==> src/rtl/frame_pkg.sv <==
// rtl/frame_pkg.sv - shared constants and state encoding for the frame decoder
package frame_pkg;

   localparam logic [7:0] HEADER = 8'hA5;

   typedef enum logic [2:0] {
      ST_IDLE    = 3'd0,
      ST_LEN     = 3'd1,
      ST_PAYLOAD = 3'd2,
      ST_CHECK   = 3'd3,
      ST_SEND    = 3'd4
   } state_t;

   localparam logic [1:0] ERR_NONE = 2'd0;
   localparam logic [1:0] ERR_LEN  = 2'd1;
   localparam logic [1:0] ERR_CHK  = 2'd2;
   localparam logic [1:0] ERR_TMO  = 2'd3;

endpackage

==> src/rtl/frame_buffer.sv <==
// rtl/frame_buffer.sv - payload store, one synchronous write port, one combinational read port
module frame_buffer #(
   parameter int DEPTH = 8,
   parameter int AW    = 3
) (
   input  logic          clk,
   input  logic          wr_en,
   input  logic [AW-1:0] wr_addr,
   input  logic [7:0]    wr_data,
   input  logic [AW-1:0] rd_addr,
   output logic [7:0]    rd_data
);

   logic [7:0] mem_q [0:DEPTH-1];

   // write one payload byte; contents are never cleared, a new frame overwrites them
   always_ff @(posedge clk) begin
      if (wr_en && (int'(wr_addr) < DEPTH)) begin
         mem_q[wr_addr] <= wr_data;
      end
   end

   // read port; addresses past the end (only formed after the last byte) read as zero
   always_comb begin
      rd_data = 8'd0;
      if (int'(rd_addr) < DEPTH) begin
         rd_data = mem_q[rd_addr];
      end
   end

endmodule

==> src/rtl/frame_decoder.sv <==
// rtl/frame_decoder.sv - header/length/payload/checksum frame parser with handshaked byte output
module frame_decoder
   import frame_pkg::*;
#(
   parameter int MAX_LEN = 8,
   parameter int TIMEOUT = 4096
) (
   input  logic       clk,
   input  logic       rst,
   input  logic [7:0] in_data,
   input  logic       in_valid,
   output logic [7:0] out_data,
   output logic       out_valid,
   input  logic       out_ready,
   output logic       out_last,
   output logic       err,
   output logic [1:0] err_code
);

   localparam int IW = $clog2(MAX_LEN + 1);
   localparam int AW = (MAX_LEN > 1) ? $clog2(MAX_LEN) : 1;
   localparam int TW = $clog2(TIMEOUT + 1);
   localparam logic [TW-1:0] TMO_LAST  = TW'(TIMEOUT - 1);
   localparam logic [7:0]    MAX_LEN_B = 8'(MAX_LEN);

   state_t          state_q, state_d;
   logic [7:0]      len_q, len_d;
   logic [IW-1:0]   idx_q, idx_d;
   logic [7:0]      chk_q, chk_d;
   logic [TW-1:0]   tmo_q, tmo_d;
   logic [7:0]      out_data_q, out_data_d;
   logic            out_valid_q, out_valid_d;
   logic            out_last_q, out_last_d;
   logic            err_q, err_d;
   logic [1:0]      err_code_q, err_code_d;

   logic            wr_en;
   logic [AW-1:0]   wr_addr;
   logic [AW-1:0]   rd_addr;
   logic [7:0]      rd_data;

   frame_buffer #(.DEPTH(MAX_LEN), .AW(AW)) u_buffer (
      .clk     (clk),
      .wr_en   (wr_en),
      .wr_addr (wr_addr),
      .wr_data (in_data),
      .rd_addr (rd_addr),
      .rd_data (rd_data)
   );

   // next-state, datapath and registered-output decode for the parser FSM
   always_comb begin
      state_d     = state_q;
      len_d       = len_q;
      idx_d       = idx_q;
      chk_d       = chk_q;
      tmo_d       = tmo_q;
      out_data_d  = out_data_q;
      out_valid_d = out_valid_q;
      out_last_d  = out_last_q;
      err_d       = 1'b0;
      err_code_d  = ERR_NONE;
      wr_en       = 1'b0;
      wr_addr     = AW'(idx_q);
      // CHECK preloads byte 0; SEND prefetches the byte after the one on the output
      rd_addr     = (state_q == ST_CHECK) ? '0 : AW'(idx_q + 1'b1);

      case (state_q)
         ST_IDLE: begin
            tmo_d = '0;
            if (in_valid && in_data == HEADER) begin
               state_d = ST_LEN;
            end
         end
         ST_LEN, ST_PAYLOAD, ST_CHECK: begin
            if (in_valid) begin
               tmo_d = '0;
               case (state_q)
                  ST_LEN: begin
                     if (in_data == 8'd0 || in_data > MAX_LEN_B) begin
                        err_d      = 1'b1;
                        err_code_d = ERR_LEN;
                        state_d    = ST_IDLE;
                     end else begin
                        len_d   = in_data;
                        chk_d   = in_data;
                        idx_d   = '0;
                        state_d = ST_PAYLOAD;
                     end
                  end
                  ST_PAYLOAD: begin
                     wr_en = 1'b1;
                     chk_d = chk_q ^ in_data;
                     idx_d = idx_q + 1'b1;
                     if (8'(idx_q) + 8'd1 == len_q) begin
                        state_d = ST_CHECK;
                     end
                  end
                  default: begin
                     if (in_data == chk_q) begin
                        out_valid_d = 1'b1;
                        out_data_d  = rd_data;
                        out_last_d  = (len_q == 8'd1);
                        idx_d       = '0;
                        state_d     = ST_SEND;
                     end else begin
                        err_d      = 1'b1;
                        err_code_d = ERR_CHK;
                        state_d    = ST_IDLE;
                     end
                  end
               endcase
            end else if (tmo_q == TMO_LAST) begin
               tmo_d      = '0;
               err_d      = 1'b1;
               err_code_d = ERR_TMO;
               state_d    = ST_IDLE;
            end else begin
               tmo_d = tmo_q + 1'b1;
            end
         end
         ST_SEND: begin
            // input bytes cannot be buffered while draining, so they are reported and dropped
            if (in_valid) begin
               err_d      = 1'b1;
               err_code_d = ERR_TMO;
            end
            if (out_valid_q && out_ready) begin
               if (out_last_q) begin
                  out_valid_d = 1'b0;
                  out_last_d  = 1'b0;
                  out_data_d  = 8'd0;
                  state_d     = ST_IDLE;
               end else begin
                  idx_d      = idx_q + 1'b1;
                  out_data_d = rd_data;
                  out_last_d = (8'(idx_q) + 8'd2 == len_q);
               end
            end
         end
         default: begin
            state_d = ST_IDLE;
         end
      endcase
   end

   // state and output registers; reset abandons any frame in flight without an error
   always_ff @(posedge clk or posedge rst) begin
      if (rst) begin
         state_q     <= ST_IDLE;
         len_q       <= 8'd0;
         idx_q       <= '0;
         chk_q       <= 8'd0;
         tmo_q       <= '0;
         out_data_q  <= 8'd0;
         out_valid_q <= 1'b0;
         out_last_q  <= 1'b0;
         err_q       <= 1'b0;
         err_code_q  <= ERR_NONE;
      end else begin
         state_q     <= state_d;
         len_q       <= len_d;
         idx_q       <= idx_d;
         chk_q       <= chk_d;
         tmo_q       <= tmo_d;
         out_data_q  <= out_data_d;
         out_valid_q <= out_valid_d;
         out_last_q  <= out_last_d;
         err_q       <= err_d;
         err_code_q  <= err_code_d;
      end
   end

   assign out_data  = out_data_q;
   assign out_valid = out_valid_q;
   assign out_last  = out_last_q;
   assign err       = err_q;
   assign err_code  = err_code_q;

endmodule

==> config.mk <==
export PLATFORM = sky130hd
export DESIGN_NAME = frame_decoder
export DESIGN_NICKNAME = d
export VERILOG_FILES = /design/src/rtl/frame_pkg.sv /design/src/rtl/frame_buffer.sv /design/src/rtl/frame_decoder.sv
export SDC_FILE = /design/constraint.sdc
export NUM_CORES = 1
export LEC_CHECK = 0
export BUFFER_PORTS_ARGS = -buffer_cell sky130_fd_sc_hd__clkbuf_2
export CAP_MARGIN = 20
export CORE_ASPECT_RATIO = 1.1
export CORE_UTILIZATION = 61
export DETAILED_ROUTE_END_ITERATION = 8
export PLACE_DENSITY_LB_ADDON = 0.1
export SYNTH_ARGS = -nofsm -noshare
export SYNTH_HDL_FRONTEND = slang
export SYNTH_HIERARCHICAL = 1
export SYNTH_SLANG_ARGS = --single-unit
export TNS_END_PERCENT = 10
==> constraint.sdc <==
create_clock -name clk -period 3.9 [get_ports clk]
set_clock_uncertainty 0.1 [all_clocks]
set_input_delay 0.195 -clock clk [delete_from_list [all_inputs] [get_ports clk]]
set_output_delay 0.195 -clock clk [all_outputs]
set_load 0.01 [all_outputs]
After elaboration in Yosys (flattened, before gate mapping)
Memories as Yosys holds them, arrays and structs flattened.
Index checks and enable logic that the tools add are counted.
- bitwise operators: 2
- mux-type cells: 60
- magnitude comparators: 1
- add/sub/neg operators: 4
- equal/unequal tests: 22
- div/mod/pow operators: 0
- $mul: 0
- shift-type cells: 0
- reductions and logical operators: 16
- operator list (operator ; number):
    $mux 8 ; 6
    $pmux 8 s2 ; 2
    $mux 13 ; 2
    $pmux 13 s2 ; 1
    $mux 3 ; 8
    $mux 1 ; 21
    $mux 4 ; 5
    $eq 5x8->1 ; 2
    $ne 2x2->1 const B ; 8
    $pmux 4 s2 ; 2
    $add 13x1->13 const B ; 1
    $eq 13x12->1 const B ; 1
    $reduce_and 6->1 ; 2
    $mux 2 ; 5
    $reduce_and 5->1 ; 2
    $pmux 3 s3 ; 1
    $eq 8x1->1 const B ; 1
    $eq 8x8->1 ; 1
    $eq 8x8->1 const B ; 1
    $gt 8x4->1 const B ; 1
    $logic_not 8->1 ; 1
    $ne 4x4->1 const B ; 2
    $pmux 1 s2 ; 4
    $pmux 2 s2 ; 2
    17 further kinds ; 23
- RAM bits: 64
- ROM bits: 0
- output and inout bits: 13
- bits in latches: 0
- input bits: 12
- flip-flop bits (word level): 49
- memories: 1
- memories (memory ; words ; width ; rd ports ; clocked after Yosys merged registers in ; write ports ; line ; RTL):
    u_buffer.mem_q ; 8 ; 8 ; 1 ; 0 ; 1 ; frame_buffer.sv:14 ; logic [7:0] mem_q [0:DEPTH-1];

Depth between registers and ports, before layout
Gate-level depths: netlist of run 1.
An unclocked memory read counts as a cell.
- word-level depth: 7
- gate-level depth with buffers: 9
- depth with buffers taken out: 7

Modules after synthesis
Netlist of run 1, hierarchy kept.
- modules (own cells, without submodules) (module ; cells an instance ; instances ; area an instance (um2)):
    frame_decoder ; 310 ; 1 ; 2796.4
    frame_buffer ; 106 ; 1 ; 2531.2

Worst setup path after synthesis of run 1
OpenSTA, ideal clock, no wires.
- path kind: reg2reg
- start: register state_q[2]
- end: memory u_buffer.mem_q[0][0], enable pin
- setup time: 0.383 ns
- buffers on the path: 2
- stages on the path, launching flop included: 7
- data required time: 3.417 ns
- arrival: 2.258 ns
- path slack: 1.159 ns
- path through: dfrtp_1 > clkbuf_1 > nor3b_1 > and2_0 > clkbuf_1 > nand2b_1 > nor3_1
- cells in the longest elaborated chain, start to end: 6
- elaborated cells between the ends (all ways): 9
- classes of those cells: eq/ne: 3; mux: 5; reduce/logical: 1
- RTL lines (item ; line ; RTL):
    start, declared ; frame_decoder.sv:26 ; state_t state_q, state_d;
    start signal, assigned ; frame_decoder.sv:161 ; state_q <= state_d;
    $eq 3x2->1 ; frame_decoder.sv:68, frame_decoder.sv:78 ;
    $mux 1 ; frame_decoder.sv:78 ; case (state_q)
    $mux 1 ; frame_decoder.sv:76 ; if (in_valid) begin
    $mux 1 * ; frame_decoder.sv:68 ; case (state_q)
    named net wr_en ; frame_decoder.sv:37 ; logic wr_en;
    $mux 1 * ; frame_buffer.sv:18 ; if (wr_en && (int'(wr_addr) < DEPTH)) begin
    $mux 1 (not written as such) * ; frame_buffer.sv:19 ; mem_q[wr_addr] <= wr_data;
    end, declared ; frame_buffer.sv:14 ;
Mark *: on every way through the listed nets, which the timed path passes. The rest lies on a longest branch.

Worst setup path after layout of run 1
- start: register state_q[2]
- end: register out_data_q[1], in the netlist out_data[1]
- cells in the longest elaborated chain, start to end: 7
- elaborated cells between the ends (all ways): 20
- classes of those cells: eq/ne: 8; mux: 7; reduce/logical: 4; memory: 1
- RTL lines (item ; line ; RTL):
    $eq 3x2->1 * ; frame_decoder.sv:66 ; rd_addr = (state_q == ST_CHECK) ? '0 : AW'(idx_q + 1'b1);
    $mux 3 * ; frame_decoder.sv:66 ;
    named net rd_addr[0] ; frame_decoder.sv:39 ; logic [AW-1:0] rd_addr;
    $mem_v2 8x8 * ; n/a ;
    named net rd_data[1] ; frame_decoder.sv:40 ; logic [7:0] rd_data;
    $mux 8 ; frame_decoder.sv:100 ; if (in_data == chk_q) begin
    $mux 8 ; frame_decoder.sv:78 ;
    $mux 8 ; frame_decoder.sv:76 ;
    $pmux 8 s2 * ; frame_decoder.sv:68 ;
    end signal, assigned ; frame_decoder.sv:166 ; out_data_q <= out_data_d;
    end, declared ; frame_decoder.sv:31 ; logic [7:0] out_data_q, out_data_d;
Mark *: on every way through the listed nets, which the timed path passes. The rest lies on a longest branch. The select of a mux whose other input is x is not followed.
A chain may end at the register's enable or synchronous reset.

==> results of run 1 <==
==> cells in the final DEF (no fill, tap or decap), types with 6 or more instances in the layout <==
cell / count
a21oi_1: 14
o21ai_1: 7
o41ai_1: 6
clkbuf_2: 24
mux2_2: 9
mux2_1: 6
nand3_1: 12
nor2_1: 29
mux4_1: 15
dfrtp_1: 49
edfxtp_1: 64
and2_1: 6
inv_1: 14
nand2b_1: 9
nand2_1: 36
o21ai_0: 20
mux2i_1: 12
xor2_1: 12
clkbuf_16: 16
nor3_1: 13
buf_4: 12
==> state kept, by name, indices dropped and copies added (netlist names) <==
signal and cells:
tmo_q 13, state_q 3, out_last 1, err_code 2, out_valid 1, u_buffer/mem_q 64, len_q 8, out_data 8
err 1, chk_q 8, idx_q 4
==> metrics by stage <==
stage          hold slack, ns  std cells  util [%]
4_1_cts               0.00866        582      74.3
3_5_place_dp            0.375        545      66.5
3_3_place_gp            0.370        545      66.5
2_1_floorplan           0.194        416         -
6_report               0.0246        583      74.6
5_1_grt                0.0343        583      74.6
==> area by class of cell <==
class                           count  area, um^2
Tap cell                          111         139
Multi-Input combinational cell    270        2040
Inverter                           15        56.3
Clock inverter                     13         188
Clock buffer                       19         422
Sequential cell                   113        3150
Fill cell                         535        2140
Timing Repair Buffer               42         280
==> kinds of logic (layout without fill, tap and decap cells) <==
family / after synthesis / count (layout) / synth area share, %
AOI/OAI and AO/OA: 70 / 70 / 8.17
xor gates and xnor gates: 17 / 17 / 2.79
adders and majority gates: 3 / 3 / 0.705
buffers and inverters: 33 / 89 / 2.87
DFF: 113 / 113 / 59.1
muxes: 43 / 43 / 13.2
and+or+nand+nor: 137 / 137 / 13.1
==> worst reg2reg max path, cell delays in order, from the launching register on <==
cell and delay [ns]:
dfrtp_1 0.88, nor2b_1 0.24, a21oi_2 0.21, buf_4 0.31
mux4_1 0.62, mux2_2 0.29, nand2_1 0.06, mux2i_1 0.10
==> worst max-delay path by stage <==
stage | to | slack (ns) | cells past startpoint
2_1_floorplan | u_buffer/mem_q[0][0] | 1.16 | 6
3_3_place_gp | out_data[1] | 1.07 | 7
3_5_place_dp | out_data[6] | 1.02 | 7
4_1_cts | out_data[4] | 0.98 | 7
5_1_grt | out_data[2] | 0.83 | 7
6_report | out_data[1] | 0.98 | 7
==> power groups by stage <==
stage | logic [mW] | registers, mW | clock network [mW]
floorplan | 0.570 | 1.46 | 0
global placement | 0.736 | 1.48 | 0
detailed placement | 0.753 | 1.49 | 0
CTS | 0.770 | 1.46 | 1.60
global route | 0.836 | 1.48 | 1.66
finish | 0.771 | 1.47 | 1.59
==> metal layers <==
layer | routed length, um | part of all wire [%]
met1 | 4560 | 41
met3 | 578 | 5.1
met4 | 392 | 3.5
met5 | 0 | 0
met2 | 5720 | 51
==> what timing repair did <==
action,4_1_cts,5_1_grt
endpoints found under the hold margin,67,0
hold buffers,5,0
resized for setup,0,0
==> metrics.md, run 1 <==
| Metric | Value |
|---|---|
| Internal | `2.75 mW` |
| Post-place instance area | `5590 um^2` |
| Crit path required time | `~4.2 ns` |
| Min-delay worst type | `input port to flop` |
| Fin crit period | `2.92 ns` |
| Dpl hpwl | `7.06 mm` |
| Ant. Diodes | `0` |
| Psw | `1.07 mW` |
| Seq pwr share | `38.3%` |
| Highest clock rate | `342 MHz` |
| Area share of the largest cell type after synthesis | `36.1%` |
| Critical path's top delay family | `multiplexers` |
| Startpoint Class | `flop` |
| Synth top cells by count | `edfxtp_1, dfrtp_1, nand2_1` |
| Die Area | `9110 um^2` |
| Area Overhead vs Synth | `17.7%` |
| CTS Buf Count | `17` |
| YS warnings | `6` |
| Main synth FF type | `edfxtp_1` |
| Initial Util | `63.4%` |
| Initial DRC Count | `about 210` |
| Arrival time at the worst endpoint | `between 3 and 4 ns` |
| Setup TNS Final | `0 ns` |
| Status | `complete, no violations` |
| Hold path cells | `1` |
| Num rows | `35` |
| Yosys cell types | `55` |
| Die Width | `91.1 um` |
| Tcrit/Tclk final | `74.9%` |
| Share of flip-flops with an asynchronous set or reset | `43.4%` |
| Top post-synthesis cells by area | `edfxtp_1, dfrtp_1, mux4_1` |
| Share of layout cells above drive strength 1 | `17.8%` |
| Worst slew pin tran | `between 0.8 and 0.9 ns` |
| Worst slack at placement | `around 1 ns` |
| CP peak stage delay | `0.88 ns` |
| CTS root buf | `clkbuf_8` |
| Final setup viols | `0` |
| Worst R2R Start | `state_q[2]` |
| Pwr Density | `610 nW/um^2` |
| Critical path buffers and inverters | `1` |
| Slew Viols, Final | `0` |
| GR Layer Usage met1 | `32.9%` |
| Final Instance Area | `6270 um^2` |
| Setup ws final | `0.977 ns` |
| CP endpoint kind | `flop` |
| GRT overflow | `0` |
| Layer with the highest usage | `met2` |
| Vias in the first global route | `around 3600` |
| Post-CTS setup buffers | `0` |
| Final routed DRC violation total | `0` |
| Clk sink count | `between 100 and 150` |
| Via count | `between 3000 and 4000` |
| Clock Power Share | `between 40% and 50%` |
| Nets | `474` |
| Clk Latency, worst-skew pair | `0.51 ns` |
| Wirelength, routed | `11.3 mm` |
| Boundary pin count | `25` |
| Peak VDD IR | `0.443 mV` |
| Syn Area/Cell | `12.8 um^2` |
| Logic pwr share | `20.2%` |
| DR vias/cell | `6.09` |
| Maximum Capacitance Violations | `0` |
| Register area share after synthesis | `59.1%` |
| Met2 Use GR | `around 45%` |
| Slew margin rel. | `44.7%` |
| Core Area | `8410 um^2` |
| CP Cell Sequence | `nor2b_1 -> a21oi_2 -> buf_4 -> mux4_1 -> mux2_2 -> nand2_1 -> mux2i_1` |
| Die Y | `100 um` |
| CTS tree | `yes` |
| Worst-path clk slew | `0.06 ns` |
| Routed Antenna Nets | `0` |
| Cell taking the most area after synthesis | `edfxtp_1` |
| Slowest CP cell | `dfrtp_1` |
| DR WL/cell | `19.3 um` |
| Synthesis-stage register bit count | `~110` |
| RSZ-0062 raised after global routing | `no` |
| Synth Cell Area | `between 5000 and 6000 um^2` |
| Clk buf depth | `2` |
| Hold Violations, Final | `0` |
| Port Buf Inserts | `24` |
| Drt pass-1 iters | `5` |
| Most frequent cell after synthesis | `edfxtp_1` |
| Hold_sp | `in_data[1]` |
| Worst r2r dst | `out_data[1]` |
| Largest net degree at the start of global routing | `50` |
| FF-to-FF setup slack | `0.98 ns` |
| First-pass GRT wire length | `between 15 and 20 mm` |
| GPL Wtd Cong | `0.933` |
| Hold Path End | `u_buffer/mem_q[6][1]` |
| Post-Synthesis Net Count | `431` |
| GRT Util Overall | `27.2%` |
| Sw Ratio | `about 28%` |
| Worst setup startpoint | `state_q[2]` |
| Pleak | `2.52 nW` |
| R2R depth | `7` |
| M3 GR Usage | `7.05%` |
| Total number of H-tree levels | `4` |
| Post-synthesis cell count | `416` |
| CP Class | `flop to flop` |
| Total power | `about 3.8 mW` |
| Initial antenna violation count | `0` |
| Post-synth EDFFs | `64` |
| Crit Path Max Fanout | `31` |
Note: power is estimated with default switching activity, not from simulation.
==> run 2: changes to the inputs <==
==> constraint.sdc (replaced) <==
create_clock -name clk -period 3.1 [get_ports clk]
set_clock_uncertainty 0.1 [all_clocks]
set_input_delay 0.155 -clock clk [delete_from_list [all_inputs] [get_ports clk]]
set_output_delay 0.155 -clock clk [all_outputs]
set_load 0.01 [all_outputs]
==> metrics.md, run 2 (synthesized netlist as in run 1, its figures left out) <==
| Metric | Value |
|---|---|
| Initial DRC Count | `177` |
| Wirelength, routed | `between 10 and 15 mm` |
| Clk buf depth | `2` |
| Largest register FFs | `64` |
| Setup ws final | `0.566 ns` |
| GRT Util Overall | `27.1%` |
| Slew Viols, Final | `0` |
| Initial Util | `63.4%` |
| Highest clock rate | `395 MHz` |
| Tcrit/Tclk final | `81.7%` |
| DR vias/cell | `between 5 and 6` |
| Pleak | `2.52 nW` |
| Biggest register | `u_buffer/mem_q` |
| Port Buf Inserts | `24` |
| Crit Path Max Fanout | `16` |
| Final routed DRC violation total | `0` |
| Fin crit period | `approximately 2.5 ns` |
| Slowest CP cell | `dfrtp_1` |
| Total number of H-tree levels | `4` |
| DR WL/cell | `18.9 um` |
| GRT overflow | `0` |
| Critical path's top delay family | `multiplexers` |
| GR Layer Usage met1 | `between 30% and 40%` |
| Commonest cells after routing, fill and taps aside | `edfxtp_1, dfrtp_1, nand2_1` |
| Met2 Use GR | `between 40% and 50%` |
| Worst slack at placement | `0.606 ns` |
| CP endpoint kind | `flop` |
| RSZ-0062 raised after global routing | `no` |
| Critical path buffers and inverters | `1` |
| Worst slew pin tran | `between 0.6 and 0.7 ns` |
| Area Overhead vs Synth | `17.8%` |
| First-pass GRT wire length | `18.1 mm` |
| CP peak stage delay | `0.58 ns` |
| Most common cell after layout, fill and taps aside | `edfxtp_1` |
| Ant. Diodes | `0` |
| CTS tree | `yes` |
| M3 GR Usage | `5.76%` |
| Clk sink count | `between 100 and 150` |
| Worst-path clk slew | `0.06 ns` |
| Min-delay worst type | `input port to asynchronous set/reset pin` |
| Startpoint Class | `flop` |
| Via count | `approximately 3600` |
| Die Width | `91.1 um` |
| Setup TNS Final | `0 ns` |
| Initial antenna violation count | `0` |
| Maximum Capacitance Violations | `0` |
| Die Area | `just over 9000 um^2` |
| Status | `complete, no violations` |
| Arrival time at the worst endpoint | `between 2 and 3 ns` |
| CTS Buf Count | `17` |
| Post-place instance area | `approximately 5600 um^2` |
| CP Class | `flop to flop` |
| Top Registers | `u_buffer/mem_q x64, tmo_q x13` |
| Nets | `483` |
| Num rows | `35` |
| Boundary pin count | `25` |
| Share of layout cells above drive strength 1 | `18.1%` |
| CTS root buf | `clkbuf_8` |
| Resize count post-CTS | `0` |
| Hold Violations, Final | `0` |
| Routed Antenna Nets | `0` |
| Clk Latency, worst-skew pair | `0.52 ns` |
| Largest net degree at the start of global routing | `50` |
| Crit path required time | `3.40 ns` |
| Drt pass-1 iters | `5` |
| Peak VDD IR | `about 0.54 mV` |
| Vias in the first global route | `3602` |
| Pwr Density | `725 nW/um^2` |
| Slew margin rel. | `between 50 and 60%` |
| Final setup viols | `0` |
| Dpl cells | `548` |
| Dpl hpwl | `7.14 mm` |
| Layer with the highest usage | `met2` |
| Final cell count without fillers | `592` |
| Die Y | `between 100 and 150 um` |
| CP Cell Sequence | `ha_1 -> xnor2_1 -> a21oi_1 -> buf_4 -> mux4_2 -> mux2_2 -> nand2_1 -> mux2i_1` |
| GPL Wtd Cong | `0.806` |
| Final Instance Area | `6280 um^2` |
| Core Area | `8410 um^2` |
| Final Util | `74.7%` |
[run 2: cell count changes in the layout (fill, tap and decap cells not counted)]
cell | before | now
buf_4 | 12 | 15
bufinv_16 | 4 | 1
clkinv_2 | 2 | 4
clkinv_4 | 3 | 1
clkinvlp_4 | 3 | 5
dlygate4sd3_1 | 5 | 11
inv_6 | 1 | 2
[run 2: path summary, 6_finish.rpt]
check                          from          end  slack, ns  cells past startpoint
max                        idx_q[0]  out_data[0]       0.57                      8
min                             rst  out_data[6]       0.06                      3
max reg2reg                idx_q[0]  out_data[0]       0.57                      8
min reg2reg                len_q[6]     len_q[6]       0.38                      1
max in group asynchronous       rst     chk_q[6]       2.32                      4
min in group clk           len_q[6]     len_q[6]       0.38                      1
[run 2: layout make-up]
type,instances,area [um^2]
inverter,15,56.3
timing repair buffer,51,363
clock inverter,13,114
fill,554,2130
clock buffer,19,422
multi-input combinational,270,2040
tap,111,139
sequential,113,3150
[run 2: metrics by stage]
step / power, mW / hold slack, ns
global route: 4.76 / 0.0590
finish: 4.55 / 0.0553
floorplan: 2.55 / 0.154
detailed placement: 2.83 / 0.373
global placement: 2.79 / 0.357
CTS: 4.59 / 0.390
[run 2: power by group]
part / switching, mW / internal, mW
sequential: 0.114 / 1.70
clock: 0.675 / 1.06
combinational: 0.536 / 0.469
total: 1.33 / 3.22
[run 2: tightest hold or removal path, stage by stage]
cell	delay (ns)
dlygate4sd3_1	0.54
clkbuf_2	0.12
inv_2	0.26
[run 2: repair_timing]
action	in CTS	in global routing
hold endpoints to repair	112	0
buffers inserted	0	0
hold buffers	11	0
setup endpoints to repair	0	0
[run 2: per-layer routing]
| metal | wire [um] | part of all wire (%) | up-vias |
|---|---|---|---|
| met3 | 528 | 4.7 | 18 |
| met4 | 149 | 1.3 | 0 |
| met1 | 4640 | 42 | 1759 |
| met5 | 0 | 0 | - |
| li1 | - | - | 1668 |
| met2 | 5860 | 52 | 106 |
